## config.mk

```make
export PLATFORM = sky130hd
export DESIGN_NAME = instr_fetch
export DESIGN_NICKNAME = d
export VERILOG_FILES = /design/src/rtl/instr_fetch.sv
export SDC_FILE = /design/constraint.sdc
export NUM_CORES = 1
export LEC_CHECK = 0
export ABC_AREA = 1
export BUFFER_PORTS_ARGS = -buffer_cell sky130_fd_sc_hd__buf_2
export CAP_MARGIN = 20
export CORE_AREA = 2 2 140 142
export CTS_BUF_LIST = sky130_fd_sc_hd__clkbuf_16
export DETAILED_ROUTE_END_ITERATION = 8
export DIE_AREA = 0 0 142 144
export GPL_ROUTABILITY_DRIVEN = 0
export HOLD_SLACK_MARGIN = 0.02
export PLACE_DENSITY = 0.84
export SETUP_SLACK_MARGIN = 0.05
export SLEW_MARGIN = 15
export SYNTH_ARGS = -nofsm -noshare
export SYNTH_HDL_FRONTEND = slang
export SYNTH_SLANG_ARGS = --single-unit
```

## constraint.sdc

```tcl
create_clock -name clk -period 3.17 [get_ports clk]
set_clock_uncertainty 0.05 [all_clocks]
set_input_delay 0.4755 -clock clk [delete_from_list [all_inputs] [get_ports clk]]
set_output_delay 0.4755 -clock clk [all_outputs]
set_load 0.03 [all_outputs]
```

## src/rtl/instr_fetch.sv

```systemverilog
// Instruction fetch: drives the ROM word address, absorbs the 1-cycle ROM latency in a
// 2-entry {pc, instr} FIFO, and hands instructions to decode over valid/ready.
// Optional stall counter output perf_stall_cycles is built when IFETCH_PERF_CNT_EN is defined.
module instr_fetch #(
  parameter logic [31:0] RESET_PC = 32'h0000_0000
) (
  input  logic        clk,
  input  logic        rst_n,
  output logic [31:0] rom_addr,
  input  logic [31:0] rom_rdata,
  input  logic        redirect_valid,
  input  logic [31:0] redirect_pc,
  input  logic        halt,
  output logic        out_valid,
  input  logic        out_ready,
  output logic [31:0] out_instr,
  output logic [31:0] out_pc
`ifdef IFETCH_PERF_CNT_EN
  ,
  output logic [31:0] perf_stall_cycles
`endif
);

  localparam logic [31:0] RESET_PC_AL = {RESET_PC[31:2], 2'b00};

  typedef struct packed {
    logic [31:0] pc;
    logic [31:0] instr;
  } entry_t;

  typedef enum logic {RUN, HALT} state_t;

  state_t      state;
  logic [31:0] pc;
  logic [31:0] inflight_pc;
  logic        inflight;
  entry_t      fifo [2];
  logic        rd_ptr;
  logic        wr_ptr;
  logic [1:0]  count;

  logic [31:0] target;
  logic        deq;
  logic        push;
  logic        run_now;
  logic        issue;
  logic [2:0]  occ;

  assign target = {redirect_pc[31:2], 2'b00};

  always_comb begin
    rom_addr = pc;
    if (redirect_valid) rom_addr = target;
    else if (!rst_n)    rom_addr = RESET_PC_AL;
  end

  assign out_valid = (count != 2'd0) && !redirect_valid;
  assign out_pc    = fifo[rd_ptr].pc;
  assign out_instr = fifo[rd_ptr].instr;
  assign deq       = out_valid && out_ready;
  assign push      = inflight && !redirect_valid;

  // Both states resolve from this cycle's halt: RUN stops issuing the cycle halt rises,
  // HALT resumes issuing the cycle halt falls.
  always_comb begin
    run_now = 1'b0;
    case (state)
      RUN:     run_now = !halt;
      HALT:    run_now = !halt;
      default: run_now = 1'b0;
    endcase
  end

  // Entries held or owed once this cycle's transfer is taken out.
  assign occ   = {1'b0, count} + {2'b00, inflight} - {2'b00, deq};
  assign issue = rst_n && run_now && (redirect_valid || (occ < 3'd2));

  always_ff @(posedge clk) begin
    if (!rst_n) begin
      state       <= RUN;
      pc          <= RESET_PC_AL;
      inflight    <= 1'b0;
      inflight_pc <= '0;
      rd_ptr      <= 1'b0;
      wr_ptr      <= 1'b0;
      count       <= 2'd0;
      for (int i = 0; i < 2; i++) fifo[i] <= '0;
    end else begin
      state    <= halt ? HALT : RUN;
      inflight <= issue;
      if (issue) begin
        inflight_pc <= rom_addr;
        pc          <= rom_addr + 32'd4;
      end else if (redirect_valid) begin
        pc <= target;
      end
      if (redirect_valid) begin
        rd_ptr <= 1'b0;
        wr_ptr <= 1'b0;
        count  <= 2'd0;
      end else begin
        if (push) begin
          fifo[wr_ptr] <= '{pc: inflight_pc, instr: rom_rdata};
          wr_ptr       <= ~wr_ptr;
        end
        if (deq) rd_ptr <= ~rd_ptr;
        count <= count + {1'b0, push} - {1'b0, deq};
      end
    end
  end

`ifdef IFETCH_PERF_CNT_EN
  always_ff @(posedge clk) begin
    if (!rst_n)
      perf_stall_cycles <= '0;
    else if (out_valid && !out_ready && (perf_stall_cycles != 32'hFFFF_FFFF))
      perf_stall_cycles <= perf_stall_cycles + 32'd1;
  end
`endif

endmodule

```

=== After elaboration in Yosys (flattened, before gate mapping) ===
Memory sizes are Yosys's and may differ from the RTL's. A register that Yosys moved wholly into a read port is not among the register bits.
Index checks and enable logic that the tools add are counted.

* Bits in registers: 69
* Bits in writable memories: 128
* Input port bits: 69
* Output and inout bits: 97
* Logic and storage cells: 42
* Memories: 1

{| class="wikitable"
|+ Memories
! memory !! depth !! bits a word !! rd ports !! clocked after memory_dff !! wr ports !! RTL line !! RTL
|-
| fifo || 2 || 64 || 1 || 1 || 2 || 37 || <nowiki>entry_t fifo [2];</nowiki>
|}

* Add/sub/neg operators: 5
* $lt $le $gt $ge: 1
* Muxes and demuxes: 14
* Bitwise logic cells: 3
* Reductions and logical operators: 12

{| class="wikitable"
|+ Operators by type and width
! operator !! number
|-
| 32-bit two-way mux || 4
|-
| 64-bit two-way mux || 1
|-
| 64-bit OR reduction || 1
|-
| 32-bit by 3-bit adder with 32-bit output, second input constant || 1
|-
| 1-bit two-way mux || 9
|-
| 1-bit logical AND || 5
|-
| 2-bit nonzero test || 2
|-
| 2-bit by 1-bit adder with 3-bit output || 1
|-
| 3-bit by 2-bit < comparator with 1-bit output, second input constant || 1
|-
| 1-bit inverter || 3
|-
| 3-bit by 1-bit subtractor with 3-bit output || 1
|-
| 2-bit by 1-bit adder with 2-bit output || 1
|-
| 1-bit zero test || 2
|-
| 2-bit OR reduction || 1
|-
| 2-bit by 1-bit subtractor with 2-bit output || 1
|-
| 1-bit logical OR || 1
|}

=== Depth between registers and ports, before layout ===
Gate-level depths: netlist of run 1.

* Depth in word-level cells: 8
* Mapped depth: 20
* Gate-level depth less buffers: 19

=== Least setup slack after synthesis of run 1 ===
Ideal clock, no wire load.

* Path kind: input-to-reg
* Start: in redirect_valid
* End: reg pc[11]
* Library setup time: 0.110 ns
* Data arrival time: 3.324 ns
* Required time: 3.010 ns
* Setup slack: -0.314 ns
* Cell stages on the path: 18
* Buffers on the path: 4
* Cells stage by stage: buf_4 -> buf_6 -> a21oi_1 -> nand2_1 -> inv_1 -> ha_1 -> nor2_1 -> fa_1 -> a21oi_1 -> o21ai_0 -> nand2_1 -> nand2_1 -> buf_2 -> buf_2 -> o21ai_0 -> nand3_1 -> nand2_1 -> inv_1

* Word-level cells in the longest chain between the ends: 8
* Elaborated cells on any way between the ends: 11
* Those cells by class: add/sub: 2; order compare: 1; mux: 2; reduce/logical: 6

{| class="wikitable"
|+ RTL lines
! item !! RTL line !! RTL
|-
| start, declared || 11 || <nowiki>input logic redirect_valid,</nowiki>
|-
| 1-bit zero test * || 57 || <nowiki>assign out_valid = (count != 2'd0) && !redirect_valid;</nowiki>
|-
| 1-bit logical AND * || 57 ||
|-
| named net out_valid || 14 || <nowiki>output logic out_valid,</nowiki>
|-
| 1-bit logical AND * || 60 || <nowiki>assign deq = out_valid && out_ready;</nowiki>
|-
| named net deq || 43 || <nowiki>logic deq;</nowiki>
|-
| 3-bit by 1-bit subtractor with 3-bit output * || 75 || <nowiki>assign occ = {1'b0, count} + {2'b00, inflight} - {2'b00, deq};</nowiki>
|-
| 3-bit by 2-bit < comparator with 1-bit output * || 76 || <nowiki>assign issue = rst_n && run_now && (redirect_valid || (occ < 3'd2));</nowiki>
|-
| 1-bit logical OR * || 76 ||
|-
| 1-bit logical AND * || 76 ||
|-
| 32-bit two-way mux or 2-bit nonzero test (tied branches) || n/a ||
|-
| end signal, assigned || 93 || <nowiki>pc <= rom_addr + 32'd4;</nowiki>
|-
| end signal, assigned || 95 || <nowiki>pc <= target;</nowiki>
|-
| end, declared || 34 || <nowiki>logic [31:0] pc;</nowiki>
|}

Mark *: on every way through the listed nets, which the timed path passes. The rest lies on a longest branch.
A chain may end at the register's enable or synchronous reset.

=== Worst setup path in the final report of run 1 ===
* Start: reg count[1]
* End: reg pc[21]

* Word-level cells in the longest chain between the ends: 8
* Elaborated cells on any way between the ends: 10
* Those cells by class: add/sub: 2; order compare: 1; mux: 1; reduce/logical: 6

{| class="wikitable"
|+ RTL lines
! item !! RTL line !! RTL
|-
| start, declared || 40 || <nowiki>logic [1:0] count;</nowiki>
|-
| start signal, assigned || 107 || <nowiki>count <= count + {1'b0, push} - {1'b0, deq};</nowiki>
|-
| 2-bit nonzero test * || 57 ||
|-
| 1-bit logical AND * || 57 ||
|-
| 1-bit logical AND * || 60 ||
|-
| named net deq || 43 ||
|-
| 3-bit by 1-bit subtractor with 3-bit output * || 75 ||
|-
| 3-bit by 2-bit < comparator with 1-bit output * || 76 ||
|-
| 1-bit logical OR * || 76 ||
|-
| 1-bit logical AND * || 76 ||
|-
| 32-bit two-way mux or 2-bit nonzero test (tied branches) || n/a ||
|}

Marks and branches as above.

==> summary.md, run 1 <==
| Metric | Value |
|---|---|
| Area share of the largest cell type after synthesis | 40.4% |
| First-pass GRT wire length | 35,100 um |
| Detailed Route Iter0 Violations | 521 |
| Overflow after GRT | 0 |
| Max frequency | 332 MHz |
| CP max FO | 12 |
| Actual slew at the worst max-slew pin | 0.659 ns |
| # IOs | 166 |
| Post-Layout Cell Count | 1,464 |
| Via density | 5.26 |
| Num rows | 51 |
| Leakage | 0.00503 uW |
| Root Driver | clkbuf_16 |
| Total of max-cap violations | 0 |
| R2R Path End | pc[21]$_SDFFE_PN0P_ |
| CP peak stage delay | 0.53 ns |
| Slew Limit Headroom | 56.0% |
| Commonest non-fill, non-tap cell in the layout | nand2_1 |
| Gr usage total | 21.9% |
| Synth Flop Type | edfxtp_1 |
| Clock slew at reported path FFs | 0.07 ns |
| Synth warn | 0 |
| Synth async-reset ratio | 0% |
| Worst Hold Path EP | fifo[0][9]$_SDFFCE_PN0P_ |
| Largest net degree at the start of global routing | 65 |
| Critical path class | register to register |
| Initial Util | 49.9% |
| CTS tree | yes |
| Reg2Reg Setup Slack | 0.16 ns |
| Post-synthesis sequential area ratio | 55.1% |
| Vias in the first global route | 7,317 |
| PortBufs | 163 |
| Synth area leaders | edfxtp_1 (40%), dfxtp_1 (15%), nand2_1 (7.7%) |
| Num Clock Sinks | 198 |
| Period utilization | 95.1% |
| Initial antenna violation count | 0 |
| Worst slack, placed | -0.109 ns |
| Final WS setup | 0.156 ns |
| Synth area leader | edfxtp_1 |
| Drt pass-1 iters | 5 |
| RSZ-0062 raised after global routing | no |
| Reg2Reg Launch Point | count[1]$_SDFF_PP0_ |
| Clock buffer count from CTS | 17 |
| Syn nets | 1,118 |
| Startpoint Class | register |
| ANT cells | 0 |
| Wire per inst | 15.6 um |
| Final wirelength | 22,900 um |
| Final core occ | 59.9% |
| Pwr/cell area | 512 mW/mm2 |
| Core area | 0.0191 mm2 |
| CP Capture Type | register |
| Pins over their slew limit | 0 |
| Area growth syn-to-layout | 20.1% |
| Tmin final | 3.01 ns |
| Cell count after synthesis | 1,044 |
| HP Class | primary input to register |
| # setup viols final | 0 |
| CTS H-tree depth | 4 |
| Hold path cells | 3 |
| WP data arrival | 3.33 ns |
| Worst Reg2Reg Path Length in Cells | 15 |
| Clk Latency, worst-skew pair | 0.43 ns |
| Placed cells | 1,425 |
| Required time worst endpoint | 3.48 ns |
| Total die area | 0.0204 mm2 |
| Peak supply drop | 0.000395 V |
| Detailed-route via count | 7,697 |
| DRC | 0 |
| Die Y-Extent | 144 um |
| Netlist cell types | 42 |
| Layout cells sized above 1 | 30.0% |
| Final Hold Fails | 0 |
| Post-DRT Antenna Nets | 0 |
| Most frequent cells in the layout | nand2_1 (189), nor2_1 (185), buf_2 (163), edfxtp_1 (128), inv_1 (114) |
| Detailed Place HPWL | 15,400 um |
| Cell Chain, Critical Path | inv_1 > a21oi_4 > nand2_1 > inv_1 > ha_1 > nor2_2 > fa_1 > a21oi_2 > o21ai_1 > nand2_2 > nand2_4 > inv_4 > nor2_2 > nand2_1 > a21oi_1 |
| Pwr Total | 5850 uW |
| CTS Hold Bufs | 0 |
| Syn Area/Cell | 9.11 um2 |
| Chip width | 142 um |
| Clock buffer depth | 2 |
| Status | finished clean |
| Hold Crit Start | rom_rdata[9] |
| # nets final | 1,287 |
| Number of synthesized flops with an enable pin | 128 |
| Setup TNS | 0 ns |
| #FFs+latches synth | 198 |
| Crit path max-delay cell type | fa_1 |
| Mapped Area | 0.00951 mm2 |
## worst max-delay path: cells and delay by family, from the launching register on
kind	cells	cell delay, ns
buffers and inverters	3	0.25
flip-flops	1	0.36
adder cells (fa/ha/maj)	2	0.82
AO/OA/AOI/OAI	4	0.42
AND/OR/NAND/NOR	6	1.05
## sequential cells by signal, summed over array words and instances, names as in the netlist, named ones only
name / flops
count: 2
inflight: 1
pc: 32
inflight_pc: 32
fifo: 128
wr_ptr: 1
rd_ptr: 1
## per-stage QoR
stage / instance area (um2) / hold WS [ns]
2_1_floorplan: 9530 / 0.369
3_3_place_gp: 10700 / 0.376
3_5_place_dp: 10700 / 0.405
4_1_cts: 11300 / 0.285
5_1_grt: 11400 / 0.290
6_report: 11400 / 0.303
## metal layers
| metal | wire [um] | GRT usage, % | up-vias |
|---|---|---|---|
| met5 | 0 | 0 | - |
| met4 | 452 | 8.21 | 0 |
| met3 | 1730 | 4.37 | 37 |
| met2 | 11100 | 37.5 | 331 |
| met1 | 9630 | 27.7 | 3578 |
| li1 | - | - | 3751 |
## Yosys cell counts (2+ instances only)
cell and count:
a211oi_1 7, a21boi_0 3, a21oi_1 37, a31oi_1 3, buf_1 7, buf_2 10
buf_4 3, buf_6 5, clkbuf_1 25, dfxtp_1 70, edfxtp_1 128, ha_1 4
inv_1 114, inv_2 9, mux2_2 64, nand2_1 196, nand2_2 20, nand2_4 4
nand3_1 50, nand4_1 15, nor2_1 190, nor2_2 8, nor2_4 5, nor3_1 3
nor3_2 2, o211ai_1 2, o21ai_0 30, o21ai_1 3, o21ai_2 6, o21bai_1 2
o22ai_1 5, xor2_1 4
## what timing repair did
item / CTS / global route
setup buffers: 0 / 5
pin swaps: 0 / 4
cloned: 0 / 2
resized for setup: 2 / 22
endpoints found under the setup margin: 25 / 59
endpoints found under the hold margin: 0 / 0
## area by class of cell
| cell class | count | area (um2) |
|---|---|---|
| clock buffer | 17 | 425 |
| inverter | 124 | 468 |
| timing repair buffer | 199 | 1190 |
| sequential | 198 | 5250 |
| tap | 238 | 298 |
| multi-input combinational | 673 | 3620 |
| fill | 1590 | 7650 |
| clock inverter | 15 | 170 |
## power by group
part           internal (uW)  total [uW]  switching, uW  leakage [uW]
logic                    241         764            523       0.00283
clock network           1190        2180            992      0.000288
registers               2870        2910           41.4       0.00190
## kinds of logic (layout without fill, tap and decap cells)
| family | count (synthesis) | after routing | synth area share (%) |
|---|---|---|---|
| flip-flops | 198 | 198 | 55.1 |
| AO/OA/AOI/OAI | 104 | 104 | 6.39 |
| adder cells (fa/ha/maj) | 5 | 5 | 0.737 |
| buffers and inverters | 174 | 355 | 7.51 |
| XOR/XNOR | 5 | 5 | 0.460 |
| multiplexers | 64 | 64 | 7.58 |
| AND/OR/NAND/NOR | 494 | 495 | 22.2 |
## how the worst max path moves through the flow
stage	startpoint	end	slack, ns	cells past startpoint
detailed placement	redirect_valid	pc[9]$_SDFFE_PN0P_	-0.11	17
finish	count[1]$_SDFF_PP0_	pc[21]$_SDFFE_PN0P_	0.16	15
global placement	redirect_valid	pc[9]$_SDFFE_PN0P_	-0.06	17
global route	count[1]$_SDFF_PP0_	pc[21]$_SDFFE_PN0P_	0.01	15
floorplan	redirect_valid	pc[11]$_SDFFE_PN0P_	0.04	18
CTS	count[1]$_SDFF_PP0_	pc[11]$_SDFFE_PN0P_	0.06	18
No activity file was read; power rests on OpenSTA's default activity.
==> run 2, diff against run 1 <==
MAX_ROUTING_LAYER = met4   (was not set)
==> run 2 against run 1 <==
Effect of this change:
- design area unchanged
- worst setup slack got worse by 0.0055 ns
- non-clock buffer count unchanged
- critical path depth is the same
- utilization unchanged
- routed wire length decreased by 0.33%
- critical path type unchanged
- fmax shrank 0.18%
- flip-flop and latch count stayed put
- largest power group unchanged
- highest routed layer unchanged
==> summary.md, run 2 (synthesized netlist as in run 1, its figures left out) <==
| Metric | Value |
|---|---|
| Status | finished clean |
| Post-route cell area | 0.0114 mm2 (unchanged) |
| Total of max-cap violations | 0 (unchanged) |
| Layout cells sized above 1 | 30.0% (unchanged) |
| Peak supply drop | 0.000390 V (-1.1%) |
| HP Class | primary input to register |
| Fill cell count | 1,590 (unchanged) |
| Leakage | 0.00503 uW (unchanged) |
| Die Y-Extent | 144 um (unchanged) |
| CP peak stage delay | 0.53 ns (about the same) |
| Area growth syn-to-layout | 20.1% (unchanged) |
| Critical path class | register to register |
| Commonest non-fill, non-tap cell in the layout | nand2_1 |
| Largest registers | fifo (128), inflight_pc (32), pc (32) |
| # nets final | 1,287 (unchanged) |
| Setup TNS | 0 ns (unchanged) |
| ANT cells | 0 (unchanged) |
| Root Driver | clkbuf_16 |
| Crit path max-delay cell type | fa_1 |
| DP Area | 0.0107 mm2 (unchanged) |
| Overflow after GRT | 0 (unchanged) |
| RSZ-0062 raised after global routing | no |
| Clk Latency, worst-skew pair | 0.43 ns (about the same) |
| Actual slew at the worst max-slew pin | 0.665 ns (+0.00687 ns) |
| # setup viols final | 0 (unchanged) |
| Total die area | 0.0204 mm2 (unchanged) |
| Most frequent cells in the layout | nand2_1 (189), nor2_1 (185), buf_2 (163), edfxtp_1 (128), inv_1 (114) |
| DRC | 0 (unchanged) |
| Core area | 0.0191 mm2 (unchanged) |
| Detailed-route via count | 7,742 (+0.58%) |
| Clock buffer count from CTS | 17 (unchanged) |
| CP Buf/Inv Count | 3 (unchanged) |
| Post-DRT Antenna Nets | 0 (unchanged) |
| Period utilization | 95.3% (+0.17 points) |
| Top delay family on crit path | simple AND/OR/NAND/NOR gates |
| Most flops, register | fifo |
| Chip width | 142 um (unchanged) |
| CTS H-tree depth | 4 (unchanged) |
| WP data arrival | 3.32 ns (about the same) |
| Detailed Route Iter0 Violations | 590 (+13%) |
| Largest net degree at the start of global routing | 65 (unchanged) |
| Clock slew at reported path FFs | 0.07 ns (about the same) |
| Pins over their slew limit | 0 (unchanged) |
| Tmin final | 3.02 ns (+0.00546 ns) |
| # IOs | 166 (unchanged) |
| Drt pass-1 iters | 4 (-1) |
| CP Capture Type | register |
| Slew Limit Headroom | 55.6% (-0.46 points) |
| CTS tree | yes |
| Via density | 5.29 (+0.58%) |
| Num rows | 51 (unchanged) |
| Startpoint Class | register |
| Final wirelength | 22,800 um (-0.33%) |
| CP max FO | 12 (unchanged) |
| Wire per inst | 15.6 um (-0.33%) |
| Pwr/cell area | 511 mW/mm2 (-0.12%) |
| Max frequency | 331 MHz (-0.18%) |
| Max reg flops | 128 (unchanged) |
| Required time worst endpoint | 3.47 ns (about the same) |
| Num Clock Sinks | 198 (unchanged) |
| Final Hold Fails | 0 (unchanged) |
| Detailed Place HPWL | 15,400 um (unchanged) |
| Initial Util | 49.9% (unchanged) |
| First-pass GRT wire length | 35,100 um (about the same) |
| PortBufs | 163 (unchanged) |
| Clock buffer depth | 2 (unchanged) |
| Initial antenna violation count | 0 (unchanged) |
| Vias in the first global route | 7,311 (-0.082%) |
| Gr usage total | 22.6% (+0.67 points) |
| Cell Chain, Critical Path | inv_1 > a21oi_4 > nand2_1 > inv_1 > ha_1 > nor2_2 > fa_1 > a21oi_2 > o21ai_1 > nand2_2 > nand2_4 > inv_4 > nor2_2 > nand2_1 > a21oi_1 |
## run 2: worst paths after layout
| path | startpoint | endpoint | slack [ns] | cells past startpoint |
|---|---|---|---|---|
| setup / recovery | count[1]$_SDFF_PP0_ | pc[21]$_SDFFE_PN0P_ | 0.15 | 15 |
| hold reg to reg | pc[25]$_SDFFE_PN0P_ | pc[25]$_SDFFE_PN0P_ | 0.42 | 2 |
| setup reg to reg | count[1]$_SDFF_PP0_ | pc[21]$_SDFFE_PN0P_ | 0.15 | 15 |
| hold / removal | redirect_pc[6] | pc[6]$_SDFFE_PN0P_ | 0.30 | 3 |
## run 2: per-stage QoR
| step | cells | total power, uW | util [%] | hold slack (ns) | setup WS, ns |
|---|---|---|---|---|---|
| after floorplan | 1044 | 3460 | - | 0.369 | 0.0440 |
| after global placement | 1425 | 3670 | 56.0 | 0.376 | -0.0588 |
| after global routing | 1464 | 6070 | 59.9 | 0.290 | 0.0193 |
| final | 1464 | 5840 | 59.9 | 0.305 | 0.150 |
| after CTS | 1457 | 5860 | 59.1 | 0.285 | 0.0645 |
| after detailed placement | 1425 | 3700 | 56.0 | 0.405 | -0.109 |
## run 2: worst register-to-register path, cell delays in order (launching register included)
cell and delay (ns):
dfxtp_4 0.36, inv_1 0.13, a21oi_4 0.07, nand2_1 0.08, inv_1 0.06, ha_1 0.29
nor2_2 0.05, fa_1 0.53, a21oi_2 0.04, o21ai_1 0.13, nand2_2 0.12, nand2_4 0.14
inv_4 0.06, nor2_2 0.53, nand2_1 0.13, a21oi_1 0.19
## run 2: routing by layer
metal / wire (um) / share of wire (%) / vias up / GRT usage, %
met5: 0 / 0 / - / -
met4: 521 / 2.3 / 0 / 8.21
met3: 1650 / 7.3 / 51 / 4.30
met2: 10900 / 48 / 329 / 37.5
met1: 9700 / 43 / 3604 / 27.8
li1: - / - / 3758 / -
## run 2: report_power, final
part	internal (uW)	leakage, uW	total [uW]	switching (uW)
logic	241	0.00283	764	523
registers	2870	0.00190	2910	41.5
clock network	1190	0.000288	2170	985
total	4290	0.00503	5840	1550
## run 2: cell type report
cell class,instances,area [um2],area share [%]
clock buffers,17,425,3.72
multi-input cells,673,3620,31.7
well taps,238,298,2.61
clock inverters,15,170,1.49
inverters,124,468,4.10
flip-flops and latches,198,5250,46.0
repair buffers,199,1190,10.4
## run 2: what timing repair did
item                                    4_1_cts  5_1_grt
hold buffers                                  0        0
cloned                                        0        2
resized for setup                             2       22
buffers inserted                              0        5
pin swaps                                     0        4
endpoints found under the hold margin         0        0
endpoints found under the setup margin       25       59
